File: config.mk
export PLATFORM = sky130hd
export DESIGN_NAME = i2c_apb_regs
export DESIGN_NICKNAME = d
export VERILOG_FILES = /design/src/rtl/i2c_apb_regs.sv
export SDC_FILE = /design/constraint.sdc
export NUM_CORES = 1
export LEC_CHECK = 0
export ABC_AREA = 1
export BUFFER_PORTS_ARGS = -buffer_cell sky130_fd_sc_hd__buf_2
export CORE_MARGIN = 10
export CORE_UTILIZATION = 45
export CTS_CLUSTER_SIZE = 8
export DETAILED_ROUTE_END_ITERATION = 12
export PLACE_DENSITY = 0.66
export SLEW_MARGIN = 20
export SYNTH_ARGS = -nofsm -noshare
export SYNTH_HDL_FRONTEND = slang
export SYNTH_SLANG_ARGS = --single-unit
File: constraint.sdc
create_clock -name pclk -period 4.35 [get_ports pclk]
set_input_delay 0.2175 -clock pclk [delete_from_list [all_inputs] [get_ports pclk]]
set_output_delay 0.2175 -clock pclk [all_outputs]
set_load 0.05 [all_outputs]
File: src/rtl/i2c_apb_regs.sv
// ---------------------------------------------------------------------------
// i2c_apb_regs
// APB slave register bank in front of the I2C byte engine. Holds the control,
// prescale and target-address registers plus an 8-bit TX FIFO (APB -> core)
// and an 8-bit RX FIFO (core -> APB). Every APB transfer takes exactly one
// wait state: IDLE -> WAIT -> DONE, with pready/prdata/pslverr registered.
//
// Ports
//   pclk, preset          : clock, synchronous active-high reset
//   psel .. pwdata        : APB request (paddr[7:2] decoded)
//   prdata/pready/pslverr : APB response, valid for the single DONE cycle
//   core_en, core_ack_en  : CTRL.EN / CTRL.ACK
//   cmd_start, cmd_stop   : one-cycle command pulses after a CTRL write
//   prescale, slv_addr    : SCL divider and 7-bit target address
//   tx_data/tx_valid/tx_ready : TX FIFO head toward the core
//   rx_data/rx_valid      : byte strobe from the core into the RX FIFO
//   core_busy             : transfer-in-progress status from the core
//   irq                   : interrupt (only with I2C_APB_IRQ_EN defined)
//
// Build option: define I2C_APB_IRQ_EN to add the irq output and the IRQ_EN
// register at offset 0x18.
// ---------------------------------------------------------------------------
module i2c_apb_regs #(
    parameter int          FIFO_DEPTH   = 8,
    parameter logic [15:0] PRESCALE_RST = 16'd99
) (
    input  logic        pclk,
    input  logic        preset,
    input  logic        psel,
    input  logic        penable,
    input  logic        pwrite,
    input  logic [31:0] paddr,
    input  logic [31:0] pwdata,
    output logic [31:0] prdata,
    output logic        pready,
    output logic        pslverr,
    output logic        core_en,
    output logic        core_ack_en,
    output logic        cmd_start,
    output logic        cmd_stop,
    output logic [15:0] prescale,
    output logic [6:0]  slv_addr,
    output logic [7:0]  tx_data,
    output logic        tx_valid,
    input  logic        tx_ready,
    input  logic [7:0]  rx_data,
    input  logic        rx_valid,
`ifdef I2C_APB_IRQ_EN
    output logic        irq,
`endif
    input  logic        core_busy
);

    localparam int         AW      = (FIFO_DEPTH > 2) ? $clog2(FIFO_DEPTH) : 1;
    localparam logic [AW:0] DEPTH_C = (AW+1)'(FIFO_DEPTH);

    // Word offsets (paddr[7:2])
    localparam logic [5:0] A_CTRL   = 6'h00;
    localparam logic [5:0] A_STATUS = 6'h01;
    localparam logic [5:0] A_PRESC  = 6'h02;
    localparam logic [5:0] A_TX     = 6'h03;
    localparam logic [5:0] A_RX     = 6'h04;
    localparam logic [5:0] A_SLV    = 6'h05;
`ifdef I2C_APB_IRQ_EN
    localparam logic [5:0] A_IRQ    = 6'h06;
`endif

    typedef enum logic [1:0] {ST_IDLE = 2'd0, ST_WAIT = 2'd1, ST_DONE = 2'd2} state_t;

    state_t        r_state;
    logic [5:0]    r_addr;
    logic          r_write;
    logic [15:0]   r_wdata;
    logic [31:0]   r_prdata;
    logic          r_pready;
    logic          r_pslverr;
    logic          r_en;
    logic          r_ack;
    logic          r_cmd_start;
    logic          r_cmd_stop;
    logic [15:0]   r_prescale;
    logic [6:0]    r_slv_addr;
    logic          r_rx_ovf;
    logic [7:0]    r_tx_mem [FIFO_DEPTH];
    logic [7:0]    r_rx_mem [FIFO_DEPTH];
    logic [AW-1:0] r_tx_wptr, r_tx_rptr, r_rx_wptr, r_rx_rptr;
    logic [AW:0]   r_tx_cnt, r_rx_cnt;

    logic [31:0]   w_rdata;
    logic          w_err;
    logic          w_wr_en;
    logic          w_tx_full, w_tx_empty, w_rx_full, w_rx_empty;
    logic          w_tx_push, w_tx_pop, w_rx_push, w_rx_pop, w_rx_ovf_set;
    logic [5:0]    w_status;
    logic          w_unused;

    assign w_unused   = ^{paddr[31:8], paddr[1:0], pwdata[31:16]};

    assign w_tx_full  = (r_tx_cnt == DEPTH_C);
    assign w_tx_empty = (r_tx_cnt == '0);
    assign w_rx_full  = (r_rx_cnt == DEPTH_C);
    assign w_rx_empty = (r_rx_cnt == '0);
    assign w_status   = {r_rx_ovf, core_busy, w_rx_empty, w_rx_full, w_tx_empty, w_tx_full};

    // Side effects commit only in DONE, and only for accesses that did not error
    assign w_wr_en      = (r_state == ST_DONE) & r_write & ~r_pslverr;
    assign w_rx_pop     = (r_state == ST_DONE) & ~r_write & ~r_pslverr & (r_addr == A_RX);
    assign w_tx_pop     = ~w_tx_empty & tx_ready;
    assign w_tx_push    = w_wr_en & (r_addr == A_TX) & (~w_tx_full | w_tx_pop);
    // A full RX FIFO still accepts a byte when the APB pop lands in the same cycle
    assign w_rx_push    = rx_valid & (~w_rx_full | w_rx_pop);
    assign w_rx_ovf_set = rx_valid & w_rx_full & ~w_rx_pop;

    assign prdata      = r_prdata;
    assign pready      = r_pready;
    assign pslverr     = r_pslverr;
    assign core_en     = r_en;
    assign core_ack_en = r_ack;
    assign cmd_start   = r_cmd_start;
    assign cmd_stop    = r_cmd_stop;
    assign prescale    = r_prescale;
    assign slv_addr    = r_slv_addr;
    assign tx_valid    = ~w_tx_empty;
    assign tx_data     = r_tx_mem[r_tx_rptr];

`ifdef I2C_APB_IRQ_EN
    logic [2:0] r_irq_en;
    logic       r_irq;
    assign irq = r_irq;
`endif

    // Read data / error decode for the latched access, sampled at WAIT->DONE
    always_comb begin
        w_rdata = 32'd0;
        w_err   = 1'b0;
        case (r_addr)
            A_CTRL:   w_rdata = {30'd0, r_ack, r_en};
            A_STATUS: w_rdata = {26'd0, w_status};
            A_PRESC:  w_rdata = {16'd0, r_prescale};
            A_TX:     w_err   = r_write ? w_tx_full : 1'b1;
            A_RX: begin
                if (r_write) begin
                    w_err = 1'b1;
                end else if (w_rx_empty) begin
                    w_err = 1'b1;
                end else begin
                    w_rdata = {24'd0, r_rx_mem[r_rx_rptr]};
                end
            end
            A_SLV:    w_rdata = {25'd0, r_slv_addr};
`ifdef I2C_APB_IRQ_EN
            A_IRQ:    w_rdata = {29'd0, r_irq_en};
`endif
            default:  w_err   = 1'b1;
        endcase
    end

    // APB handshake FSM with registered response
    always_ff @(posedge pclk) begin
        if (preset) begin
            r_state   <= ST_IDLE;
            r_addr    <= 6'd0;
            r_write   <= 1'b0;
            r_wdata   <= 16'd0;
            r_prdata  <= 32'd0;
            r_pready  <= 1'b0;
            r_pslverr <= 1'b0;
        end else begin
            case (r_state)
                ST_IDLE: begin
                    r_pready  <= 1'b0;
                    r_pslverr <= 1'b0;
                    r_prdata  <= 32'd0;
                    if (psel && !penable) begin
                        r_state <= ST_WAIT;
                        r_addr  <= paddr[7:2];
                        r_write <= pwrite;
                        r_wdata <= pwdata[15:0];
                    end
                end
                ST_WAIT: begin
                    // Master abandoned the transfer: drop it without side effects
                    if (!psel) begin
                        r_state <= ST_IDLE;
                    end else begin
                        r_state   <= ST_DONE;
                        r_pready  <= 1'b1;
                        r_pslverr <= w_err;
                        r_prdata  <= r_write ? 32'd0 : w_rdata;
                    end
                end
                ST_DONE: begin
                    r_state   <= ST_IDLE;
                    r_pready  <= 1'b0;
                    r_pslverr <= 1'b0;
                    r_prdata  <= 32'd0;
                end
                default: r_state <= ST_IDLE;
            endcase
        end
    end

    // Control/config registers, command pulses and sticky overflow flag
    always_ff @(posedge pclk) begin
        if (preset) begin
            r_en        <= 1'b0;
            r_ack       <= 1'b0;
            r_cmd_start <= 1'b0;
            r_cmd_stop  <= 1'b0;
            r_prescale  <= PRESCALE_RST;
            r_slv_addr  <= 7'd0;
            r_rx_ovf    <= 1'b0;
        end else begin
            r_cmd_start <= w_wr_en & (r_addr == A_CTRL) & r_wdata[2];
            r_cmd_stop  <= w_wr_en & (r_addr == A_CTRL) & r_wdata[3];
            if (w_wr_en) begin
                case (r_addr)
                    A_CTRL: begin
                        r_en  <= r_wdata[0];
                        r_ack <= r_wdata[1];
                    end
                    A_PRESC: r_prescale <= r_wdata;
                    A_SLV:   r_slv_addr <= r_wdata[6:0];
                    default: r_prescale <= r_prescale;
                endcase
            end
            // A new overflow beats a simultaneous W1C
            if (w_rx_ovf_set) begin
                r_rx_ovf <= 1'b1;
            end else if (w_wr_en && (r_addr == A_STATUS) && r_wdata[5]) begin
                r_rx_ovf <= 1'b0;
            end
        end
    end

    // TX FIFO pointers and occupancy
    always_ff @(posedge pclk) begin
        if (preset) begin
            r_tx_wptr <= '0;
            r_tx_rptr <= '0;
            r_tx_cnt  <= '0;
        end else begin
            if (w_tx_push) r_tx_wptr <= r_tx_wptr + AW'(1'b1);
            if (w_tx_pop)  r_tx_rptr <= r_tx_rptr + AW'(1'b1);
            case ({w_tx_push, w_tx_pop})
                2'b10:   r_tx_cnt <= r_tx_cnt + (AW+1)'(1'b1);
                2'b01:   r_tx_cnt <= r_tx_cnt - (AW+1)'(1'b1);
                default: r_tx_cnt <= r_tx_cnt;
            endcase
        end
    end

    // RX FIFO pointers and occupancy
    always_ff @(posedge pclk) begin
        if (preset) begin
            r_rx_wptr <= '0;
            r_rx_rptr <= '0;
            r_rx_cnt  <= '0;
        end else begin
            if (w_rx_push) r_rx_wptr <= r_rx_wptr + AW'(1'b1);
            if (w_rx_pop)  r_rx_rptr <= r_rx_rptr + AW'(1'b1);
            case ({w_rx_push, w_rx_pop})
                2'b10:   r_rx_cnt <= r_rx_cnt + (AW+1)'(1'b1);
                2'b01:   r_rx_cnt <= r_rx_cnt - (AW+1)'(1'b1);
                default: r_rx_cnt <= r_rx_cnt;
            endcase
        end
    end

    // FIFO storage (contents need no reset; occupancy gates visibility)
    always_ff @(posedge pclk) begin
        if (w_tx_push) r_tx_mem[r_tx_wptr] <= r_wdata[7:0];
        if (w_rx_push) r_rx_mem[r_rx_wptr] <= rx_data;
    end

`ifdef I2C_APB_IRQ_EN
    // Interrupt enable register and registered interrupt output
    always_ff @(posedge pclk) begin
        if (preset) begin
            r_irq_en <= 3'd0;
            r_irq    <= 1'b0;
        end else begin
            if (w_wr_en && (r_addr == A_IRQ)) r_irq_en <= r_wdata[2:0];
            r_irq <= (r_irq_en[0] & w_tx_empty) | (r_irq_en[1] & ~w_rx_empty) |
                     (r_irq_en[2] & r_rx_ovf);
        end
    end
`endif

endmodule

==> flow_summary_export.csv, run 1 <==
group,metric,value,unit
setup_path,crit_path_end,"tx_data[6]",
power_and_ir_drop,power,5.72,mW
power_and_ir_drop,p_leak,4.50,nW
drt,antenna_left,0,
cells_and_area,multiInputGateArea,3010,um^2
min_path,whs_path_depth,1,
floorplan,rows,52,
floorplan,initial_utilization,45.9,%
drt,post_drt_wl_per_cell,16.6,um
grt,grt_pass1_vias,6971,
sta,max_freq,349,MHz
drt,drt-vias-per-instance,5.02,
drt,route.detailed.drc,0,
setup_path,start_kind,"flip-flop",
setup_path,reg2regPathDepth,9,
synthesis,synth-main-ff-cell,"edfxtp_1",
sta,whs,0.0332,ns
sta,finalMaxSlewViolations,0,
cells_and_area,nets,1178,
setup_path,cp.required,4.13,ns
clock_network,clk_latency,0.50,ns
synthesis,ys_seq_elements,225,
clock_network,ctsHoldBuffers,26,
sta,layout_setup_ws,1.49,ns
place,hpwl,15100,um
synthesis,synth.most_common_cell,"nor2_1",
drt,routed_wl,22900,um
grt,grt_overflow_total,0,
setup_path,critical_path.max_fanout,33,
place,port_buffers,91,
clock_network,clock_sinks,225,
setup_path,critPathCaptureType,"output port",
synthesis,ys_top_cells_by_count,"213 x nor2_1, 128 x edfxtp_1, 117 x o21ai_0, 108 x nand2_1, 97 x dfxtp_1",
cells_and_area,fill_cells,1830,
grt,grt_max_degree,38,
clock_network,clockBufferDepth,3,
setup_path,r2r_end,"r_rx_mem[1][2]",
sta,period_share,65.8,%
grt,grtUsageTotal,17.0,%
synthesis,yosys.area.top_type,"edfxtp_1",
cells_and_area,syn_to_final_growth,20.5,%
floorplan,die_h,164,um
clock_network,postCtsSetupRepairBufs,0,
setup_path,critPathKind,"flip-flop to output port",
sta,maxSlewHeadroom,38.5,%
cells_and_area,drive_gt1_share,16.9,%
sta,skew,0.0133,ns
drt,dr.pass1.iters,5,
floorplan,core,20200,um^2
synthesis,yosys.area.top_type_share,41.4,%
synthesis,ys_warn_count,0,
grt,antenna_found_initial,2,
grt,grt_pass1_wl,36200,um
synthesis,ys_seq_area_share,62.3,%
setup_path,r2r_slack,1.98,ns
place,place_ws,1.93,ns
cells_and_area,regArea,5790,um^2
power_and_ir_drop,p_per_area,511,nW/um^2
synthesis,syn_area,9280,um^2
clock_network,cts_buffers,34,
sta,hold_viol,0,
floorplan,die_w,164,um
synthesis,async_reset_ff_share,0,%
power_and_ir_drop,vdd_ir_drop_max,0.325,mV
floorplan,num_io_pins,150,
drt,via_count,6950,
job,max_cap_viol_count,0,
clock_network,cts_resized,0,
sta,fin_crit,2.86,ns
floorplan,die-area,26800,um^2
synthesis,syn_area_per_cell,9.66,um^2
drt,drt_iter0_markers,506,
synthesis,synth_edf_count,128,
clock_network,cts.clk_slew.worst_paths,0.05,ns
clock_network,cts_root_buffer,"clkbuf_16",
status,status,"finished clean",
sta,worstMarginPinSlew,0.922,ns
clock_network,htreeDepth,2,
sta,finalSetupTns,0,ns
place,gp_congestion,0.802,
synthesis,ys_types,40,
setup_path,r2r_start,"r_addr[5]",
cells_and_area,postLayoutCoreUtil,55.3,%
sta,setup_viol,0,
synthesis,synthCells,961,
min_path,hp-class,"primary input to flip-flop",
sta,rsz0062_at_grt,"no",
synthesis,synthTopCellsByArea,"edfxtp_1 41%, dfxtp_1 21%, nor2_1 8.6%",
setup_path,cp.arrival,2.65,ns
clock_network,cts_tree,"done",
## power breakdown
part / switching, mW / total (mW) / internal [mW]
sequential: 0.0768 / 2.40 / 2.32
combinational: 0.697 / 0.960 / 0.263
clock: 0.877 / 2.36 / 1.48
total: 1.65 / 5.72 / 4.07
## cell families (layout without fill, tap and decap cells)
family | count (synthesis) | after routing | synth area share, %
buffers and inverters | 121 | 257 | 5.80
AO/OA/AOI/OAI | 202 | 202 | 11.6
other | 1 | 19 | 0.0404
AND/OR/NAND/NOR | 401 | 401 | 18.8
XOR/XNOR | 3 | 3 | 0.283
adder cells (fa/ha/maj) | 8 | 8 | 1.08
flip-flops | 225 | 225 | 62.3
## worst max-delay path: stages (launching register included)
cell and delay (ns):
dfxtp_1 0.29, buf_4 0.23, inv_1 0.69, o21ai_0 0.18, o22ai_1 0.16, nor2_1 0.06
a31oi_1 0.23, buf_2 0.31
## sequential cells by signal, indices dropped and copies added (netlist names), 2 cells and up, named ones only
name,count
slv_addr,7
r_tx_cnt,4
prescale,16
r_rx_wptr,3
r_tx_wptr,3
r_rx_rptr,3
r_tx_mem,64
r_rx_mem,64
prdata,16
r_rx_cnt,4
r_tx_rptr,3
r_state,2
r_wdata,16
r_addr,6
## per-layer routing
| layer | vias to the layer above | track usage [%] | wire length, um | share of wire, % |
|---|---|---|---|---|
| li1 | 3484 | - | - | - |
| met4 | 0 | 5.52 | 372 | 1.6 |
| met5 | - | 0 | 0 | 0 |
| met1 | 3261 | 20.9 | 9570 | 42 |
| met2 | 170 | 29.2 | 11500 | 50 |
| met3 | 35 | 3.35 | 1460 | 6.4 |
## per-stage QoR
| stage | std cells | cell area (um^2) |
|---|---|---|
| floorplan | 976 | 9340 |
| CTS | 1382 | 11200 |
| global route | 1384 | 11200 |
| finish | 1385 | 11200 |
| global placement | 1298 | 9950 |
| detailed placement | 1298 | 9950 |
## layout by cell type (no fill, tap or decap), drive strengths merged, types with 41 or more instances in the layout
| master | instances |
|---|---|
| nor2 | 228 |
| edfxtp | 128 |
| o21ai | 121 |
| nand2 | 115 |
| buf | 102 |
| dfxtp | 97 |
| inv | 68 |
| clkbuf | 56 |
| a21oi | 53 |
| nand3 | 41 |
## worst min path at each step
stage	start	to	slack [ns]
global placement	pwdata[9]	r_wdata[9]	0.44
CTS	rx_data[2]	r_rx_mem[5][2]	0.02
detailed placement	pwdata[13]	r_wdata[13]	0.45
floorplan	rx_data[0]	r_rx_mem[0][0]	0.32
global route	rx_data[2]	r_rx_mem[4][2]	0.06
finish	rx_data[2]	r_rx_mem[5][2]	0.03
## area by class of cell
cell class / count / share of cell area (%)
multi-input cells: 630 / 26.9
clock inverters: 2 / 0.157
diodes: 3 / 0.0671
inverters: 71 / 2.43
well taps: 270 / 3.02
clock buffers: 56 / 8.53
flip-flops and latches: 225 / 51.7
repair buffers: 128 / 7.14
Note: power is estimated with default switching activity, not from simulation.
==> run 2: changes to the inputs <==
--- a/config.mk
+++ b/config.mk
@@ -11,7 +11,7 @@
 export CORE_UTILIZATION = 45
 export CTS_CLUSTER_SIZE = 8
 export DETAILED_ROUTE_END_ITERATION = 12
-export PLACE_DENSITY = 0.66
+export PLACE_DENSITY = 0.68
 export SLEW_MARGIN = 20
 export SYNTH_ARGS = -nofsm -noshare
 export SYNTH_HDL_FRONTEND = slang
==> constraint.sdc (replaced) <==
create_clock -name pclk -period 2.4 [get_ports pclk]
set_input_delay 0.12 -clock pclk [delete_from_list [all_inputs] [get_ports pclk]]
set_output_delay 0.12 -clock pclk [all_outputs]
set_load 0.05 [all_outputs]
==> run 2 against run 1 <==
  * Clock skew up 0.0069 ns
  * Power up 83%
  * Combinational power up 97%
  * Core utilization up 1.0 points
  * Global-route usage down 0.37 points
  * Sequential cell count unchanged
  * Final area up 1.8%
  * Die area unchanged
  * Clock-buffer cell count down 2
  * Clock power up 79%
  * Register-to-register slack worse by 1.7 ns
  * Largest power group unchanged
  * Highest routed layer unchanged
==> flow_summary_export.csv, run 2 (synthesized netlist as in run 1, its figures left out) <==
group,metric,value,unit
drt,via_count,7022,
drt,drt-vias-per-instance,4.99,
setup_path,critPathCaptureType,"output port",
sta,finalSetupTns,0,ns
cells_and_area,multiInputGateArea,3010,um^2
floorplan,core,20200,um^2
floorplan,die_w,164,um
cells_and_area,top_regs,"r_rx_mem x64, r_tx_mem x64",
drt,antenna_left,0,
clock_network,cts.clk_slew.worst_paths,0.05,ns
place,hpwl,15300,um
cells_and_area,final_common_cell,"nor2_1",
job,max_cap_viol_count,0,
clock_network,clockBufferDepth,3,
grt,grt_max_degree,42,
drt,drt_iter0_markers,449,
floorplan,rows,52,
status,status,"finished clean",
place,port_buffers,91,
grt,grt_pass1_wl,35700,um
sta,worstMarginPinSlew,0.865,ns
power_and_ir_drop,vdd_ir_drop_max,0.723,mV
sta,finalMaxSlewViolations,0,
cells_and_area,regArea,5790,um^2
cells_and_area,fill_cells,1751,
grt,antenna_found_initial,1,
floorplan,die_h,164,um
min_path,hold_start,"tx_ready",
sta,hold_viol,0,
setup_path,start_kind,"flip-flop",
clock_network,htreeDepth,2,
power_and_ir_drop,p_per_area,917,nW/um^2
sta,max_freq,455,MHz
sta,maxSlewHeadroom,42.3,%
clock_network,cts_tree,"done",
drt,route.detailed.drc,0,
drt,post_drt_wl_per_cell,16.3,um
sta,setup_viol,0,
setup_path,critical_path.max_fanout,29,
min_path,hp-class,"primary input to flip-flop",
clock_network,cts_buffers,34,
min_path,whs_path_depth,4,
drt,routed_wl,22900,um
drt,dr.pass1.iters,5,
setup_path,r2r_start,"r_tx_cnt[0]",
clock_network,clock_sinks,225,
setup_path,cp.required,2.28,ns
sta,skew,0.0202,ns
setup_path,reg2regPathDepth,12,
grt,grt_overflow_total,0,
sta,whs,0.0694,ns
power_and_ir_drop,p_leak,4.62,nW
setup_path,max_stage_delay,0.35,ns
setup_path,cp_cell_sequence,"inv_1 > buf_6 > o21ai_0 > o22ai_1 > nor2_1 > a31oi_1 > buf_2",
cells_and_area,layout_common_cells,"213 x nor2_1, 128 x edfxtp_1, 117 x o21ai_0",
grt,grt_pass1_vias,6876,
setup_path,critPathKind,"flip-flop to output port",
floorplan,initial_utilization,45.9,%
cells_and_area,postLayoutCoreUtil,56.3,%
cells_and_area,drive_gt1_share,18.1,%
grt,grtUsageTotal,16.6,%
cells_and_area,syn_to_final_growth,22.7,%
floorplan,die-area,26800,um^2
clock_network,cts_root_buffer,"clkbuf_16",
place,gp_congestion,0.830,
sta,fin_crit,2.20,ns
setup_path,critPathSlowestCell,"dfxtp_1",
setup_path,cp.arrival,2.08,ns
setup_path,r2r_slack,0.26,ns
clock_network,clk_latency,0.49,ns
sta,period_share,91.5,%
clock_network,postCtsSetupRepairBufs,0,
cells_and_area,nets,1203,
sta,rsz0062_at_grt,"no",
floorplan,num_io_pins,150,
==> run 2: metal layers <==
layer / routed length (um) / part of all wire (%) / GRT usage [%]
met1: 9640 / 42 / 20.3
met2: 11300 / 49 / 28.4
met3: 1450 / 6.3 / 3.45
met4: 584 / 2.5 / 5.81
met5: 0 / 0 / 0
==> run 2: path summary, 6_finish.rpt <==
| kind | endpoint |
|---|---|
| worst min register to register | pready |
| worst min-delay path | r_tx_rptr[1] |
| worst max register to register | r_tx_cnt[3] |
| worst max-delay path | tx_data[0] |
==> run 2: critical path: cells and delay by family (launching register included) <==
kind                   cells  cell delay, ns
flip-flops                 1            0.35
buffers and inverters      3            0.65
AO/OA/AOI/OAI              3            0.50
AND/OR/NAND/NOR            1            0.08
==> run 2: per-stage QoR <==
step / area, um^2 / setup slack [ns] / total power, mW / std cells
6_report: 11400 / 0.204 / 10.4 / 1407
5_1_grt: 11400 / 0.0301 / 10.9 / 1406
4_1_cts: 11400 / 0.102 / 10.5 / 1405
3_5_place_dp: 10100 / 0.289 / 6.22 / 1316
3_3_place_gp: 10100 / 0.338 / 6.21 / 1316
2_1_floorplan: 9340 / 0.124 / 5.71 / 976
==> run 2: area by class of cell <==
type,count,area share (%)
diodes,2,0.0439
clock buffers,54,8.32
flip-flops and latches,225,50.8
inverters,71,2.38
clock inverters,2,0.154
repair buffers,153,8.89
well taps,270,2.97
multi-input cells,630,26.5
==> run 2: repair_timing <==
item / CTS / global route
endpoints found under the setup margin: 0 / 3
gates resized for setup: 0 / 3
hold endpoints to repair: 90 / 0
hold buffers: 33 / 0
==> run 2: power breakdown <==
group | internal (mW) | switching [mW]
Clock | 2.68 | 1.55
Sequential | 4.21 | 0.114
Combinational | 0.567 | 1.33
==> run 3: changes to the inputs <==
--- a/config.mk
+++ b/config.mk
@@ -5,13 +5,12 @@
 export SDC_FILE = /design/constraint.sdc
 export NUM_CORES = 1
 export LEC_CHECK = 0
-export ABC_AREA = 1
 export BUFFER_PORTS_ARGS = -buffer_cell sky130_fd_sc_hd__buf_2
 export CORE_MARGIN = 10
 export CORE_UTILIZATION = 45
 export CTS_CLUSTER_SIZE = 8
 export DETAILED_ROUTE_END_ITERATION = 12
-export PLACE_DENSITY = 0.68
+export PLACE_DENSITY = 0.69
 export SLEW_MARGIN = 20
 export SYNTH_ARGS = -nofsm -noshare
 export SYNTH_HDL_FRONTEND = slang
==> constraint.sdc (replaced) <==
create_clock -name pclk -period 2.4 [get_ports pclk]
set_input_delay 0.12 -clock pclk [delete_from_list [all_inputs] [get_ports pclk]]
set_output_delay 0.12 -clock pclk [all_outputs]
set_load 0.005 [all_outputs]
==> run 3 against run 2 <==
  * Power shrank 16%
  * Sequential power shrank 3%
  * Largest power group is now the clock network
  * Register-to-register slack lost 0.21 ns
  * Global-route usage shrank 0.17 points
  * Sequential share of layout area grew 0.32 points
  * Critical endpoint is now r_tx_cnt[2]
  * Via count shrank 14%
  * Core utilization grew 1.5 points
  * Synthesized cell count shrank 28%
  * Worst hold slack lost 0.0044 ns
  * Worst setup slack lost 0.15 ns
  * Non-clock buffer count grew 23
  * Die area shrank 2.5%
==> flow_summary_export.csv, run 3 <==
group,metric,value,unit
status,status,"finished clean",
cells_and_area,final_common_cell,"edfxtp_1",
power_and_ir_drop,power_frac_comb,3.8,%
cells_and_area,final_cell_area,11300,um^2
synthesis,synth-main-ff-cell,"edfxtp_1",
setup_path,crit_cells,11,
place,dp.cells,1063,
synthesis,syn_area_per_cell,13.0,um^2
drt,via_count,6052,
sta,finalMaxSlewViolations,0,
place,hpwl,14800,um
cells_and_area,layout_common_cells,"128 x edfxtp_1, 116 x nand2_1, 95 x dfxtp_1",
floorplan,initial_utilization,46.0,%
setup_path,reg2regPathDepth,11,
setup_path,cpLargestDelayFamily,"simple AND/OR/NAND/NOR gates",
min_path,whs_path_depth,2,
clock_network,htreeDepth,2,
synthesis,yosys.area.top_type,"edfxtp_1",
synthesis,ys_top_cells_by_count,"128 x edfxtp_1, 116 x nand2_1, 97 x dfxtp_1, 53 x a21oi_1, 40 x nor2_1",
power_and_ir_drop,seqPwrFrac,47.4,%
grt,antenna_found_initial,0,
sta,worstMarginPinSlew,0.870,ns
clock_network,cts_buffers,34,
setup_path,start_kind,"flip-flop",
synthesis,synthTopCellsByArea,"edfxtp_1 43%, dfxtp_1 22%, mux4_2 8.0%",
min_path,hp-class,"primary input to flip-flop",
synthesis,async_reset_ff_share,0,%
synthesis,ys_seq_area_share,64.2,%
place,dpl_cell_area,10000,um^2
synthesis,yosys.area.top_type_share,42.6,%
synthesis,synth.most_common_cell,"edfxtp_1",
synthesis,syn_area,9010,um^2
setup_path,critical_path.max_fanout,4,
floorplan,num_io_pins,150,
drt,dr.pass1.iters,5,
drt,route.met2.wl,11300,um
floorplan,rows,51,
drt,drt_iter0_markers,484,
power_and_ir_drop,p_sw,1.84,mW
grt,grt_overflow_total,0,
synthesis,ys_warn_count,0,
grt,grt_pass1_vias,6201,
sta,maxSlewHeadroom,42.0,%
clock_network,clock_sinks,225,
sta,max_freq,426,MHz
power_and_ir_drop,p_per_area,779,nW/um^2
setup_path,critPathSlowestCell,"dfxtp_4",
drt,routed_wl,21900,um
cells_and_area,top_regs,"r_rx_mem x64, r_tx_mem x64",
sta,rsz0062_at_grt,"yes",
setup_path,max_stage_delay,0.36,ns
drt,route.detailed.drc,0,
cells_and_area,final_cells,1154,
sta,setup_viol,0,
floorplan,die-area,26100,um^2
synthesis,synthCells,695,
sta,fin_crit,2.35,ns
setup_path,cp.required,2.82,ns
clock_network,cts_root_buffer,"clkbuf_16",
setup_path,cp_cell_sequence,"nor4_4 > nand3_2 > nor3_4 > inv_2 > ha_2 > xor2_1 > ha_1 > a21oi_2 > xor2_1 > or3_1 > a21oi_1",
synthesis,ys_types,58,
drt,wl_met1,8970,um
floorplan,die_h,162,um
cells_and_area,fill_cells,1571,
floorplan,core,19600,um^2
sta,finalSetupTns,0,ns
cells_and_area,drive_gt1_share,28.5,%
clock_network,cts_tree,"done",
cells_and_area,nets,956,
grt,grt_pass1_wl,34400,um
cells_and_area,syn_to_final_growth,25.7,%
power_and_ir_drop,swShare,20.9,%
setup_path,critPathCaptureType,"flip-flop",
setup_path,r2r_slack,0.05,ns
sta,hold_viol,0,
clock_network,clockBufferDepth,3,
synthesis,synth_edf_count,128,
sta,whs,0.0650,ns
sta,skew,0.0249,ns
job,max_cap_viol_count,0,
power_and_ir_drop,p_clk_share,48.8,%
clock_network,cts.clk_slew.worst_paths,0.05,ns
setup_path,crit_buf_inv,1,
setup_path,cp.arrival,2.77,ns
place,gp_congestion,0.820,
cells_and_area,diodes,0,
drt,post_drt_wl_per_cell,18.9,um
clock_network,clk_latency,0.50,ns
floorplan,die_w,162,um
drt,antenna_left,0,
power_and_ir_drop,vdd_ir_drop_max,0.582,mV
place,port_buffers,91,
drt,drt-vias-per-instance,5.24,
power_and_ir_drop,p_leak,4.11,nW
drt,wl_met3,1240,um
grt,grtUsageTotal,16.4,%
sta,period_share,97.9,%
setup_path,crit_top_cell,"xor2_1",
grt,grt_max_degree,40,
power_and_ir_drop,internal-power,6.98,mW
setup_path,critPathKind,"flip-flop to flip-flop",
synthesis,ys_seq_elements,225,
drt,top_layer,"met4",
## run 3: per-stage QoR
stage	setup WS, ns	power, mW	utilization (%)
after detailed placement	0.103	4.55	51.0
after CTS	0.0896	8.90	57.7
after floorplan	-0.0800	4.43	-
final	0.0515	8.82	57.8
after global routing	-0.0269	9.11	57.8
after global placement	0.119	4.54	51.0
## run 3: metal layers
metal	vias to the layer above	track usage (%)
met4	0	4.59
met5	-	0
met2	205	29.2
li1	2870	-
met3	36	3.53
met1	2941	19.6
## run 3: layout make-up
| class | instances | area [um^2] | share of cell area (%) |
|---|---|---|---|
| sequential | 225 | 5790 | 51.1 |
| multi-input combinational | 426 | 3030 | 26.7 |
| timing repair buffer | 176 | 1170 | 10.4 |
| clock buffer | 54 | 947 | 8.36 |
| tap | 265 | 332 | 2.93 |
| clock inverter | 3 | 41.3 | 0.364 |
| inverter | 5 | 18.8 | 0.166 |
## run 3: repair_timing
action                                  4_1_cts  5_1_grt
hold endpoints to repair                     89        0
hold buffers                                 32        0
gates resized for setup                       0        4
setup buffers                                 0        2
endpoints found under the setup margin        0        1
## run 3: logic make-up after synthesis
group                    Yosys count  share of synthesized area (%)
other                              1                         0.0416
buffers and inverters             59                           3.36
AND/OR/NAND/NOR                  237                           12.7
XOR/XNOR                          13                           1.26
flip-flops                       225                           64.2
AO/OA/AOI/OAI                     95                           6.34
multiplexers                      57                           11.0
adder cells (fa/ha/maj)            8                           1.11
## run 3: power by group through the flow
stage	logic [mW]	clock network (mW)	registers, mW
3_5_place_dp	0.288	0	4.26
6_report	0.333	4.31	4.18
3_3_place_gp	0.286	0	4.25
4_1_cts	0.332	4.39	4.18
5_1_grt	0.363	4.56	4.19
2_1_floorplan	0.189	0	4.24
## run 3: path summary, 6_finish.rpt
path / endpoint / startpoint
worst max-delay path: r_tx_cnt[2] / r_addr[3]
worst min-delay path: r_tx_cnt[0] / preset
worst max register to register: r_tx_cnt[2] / r_addr[3]
worst min register to register: pready / pready
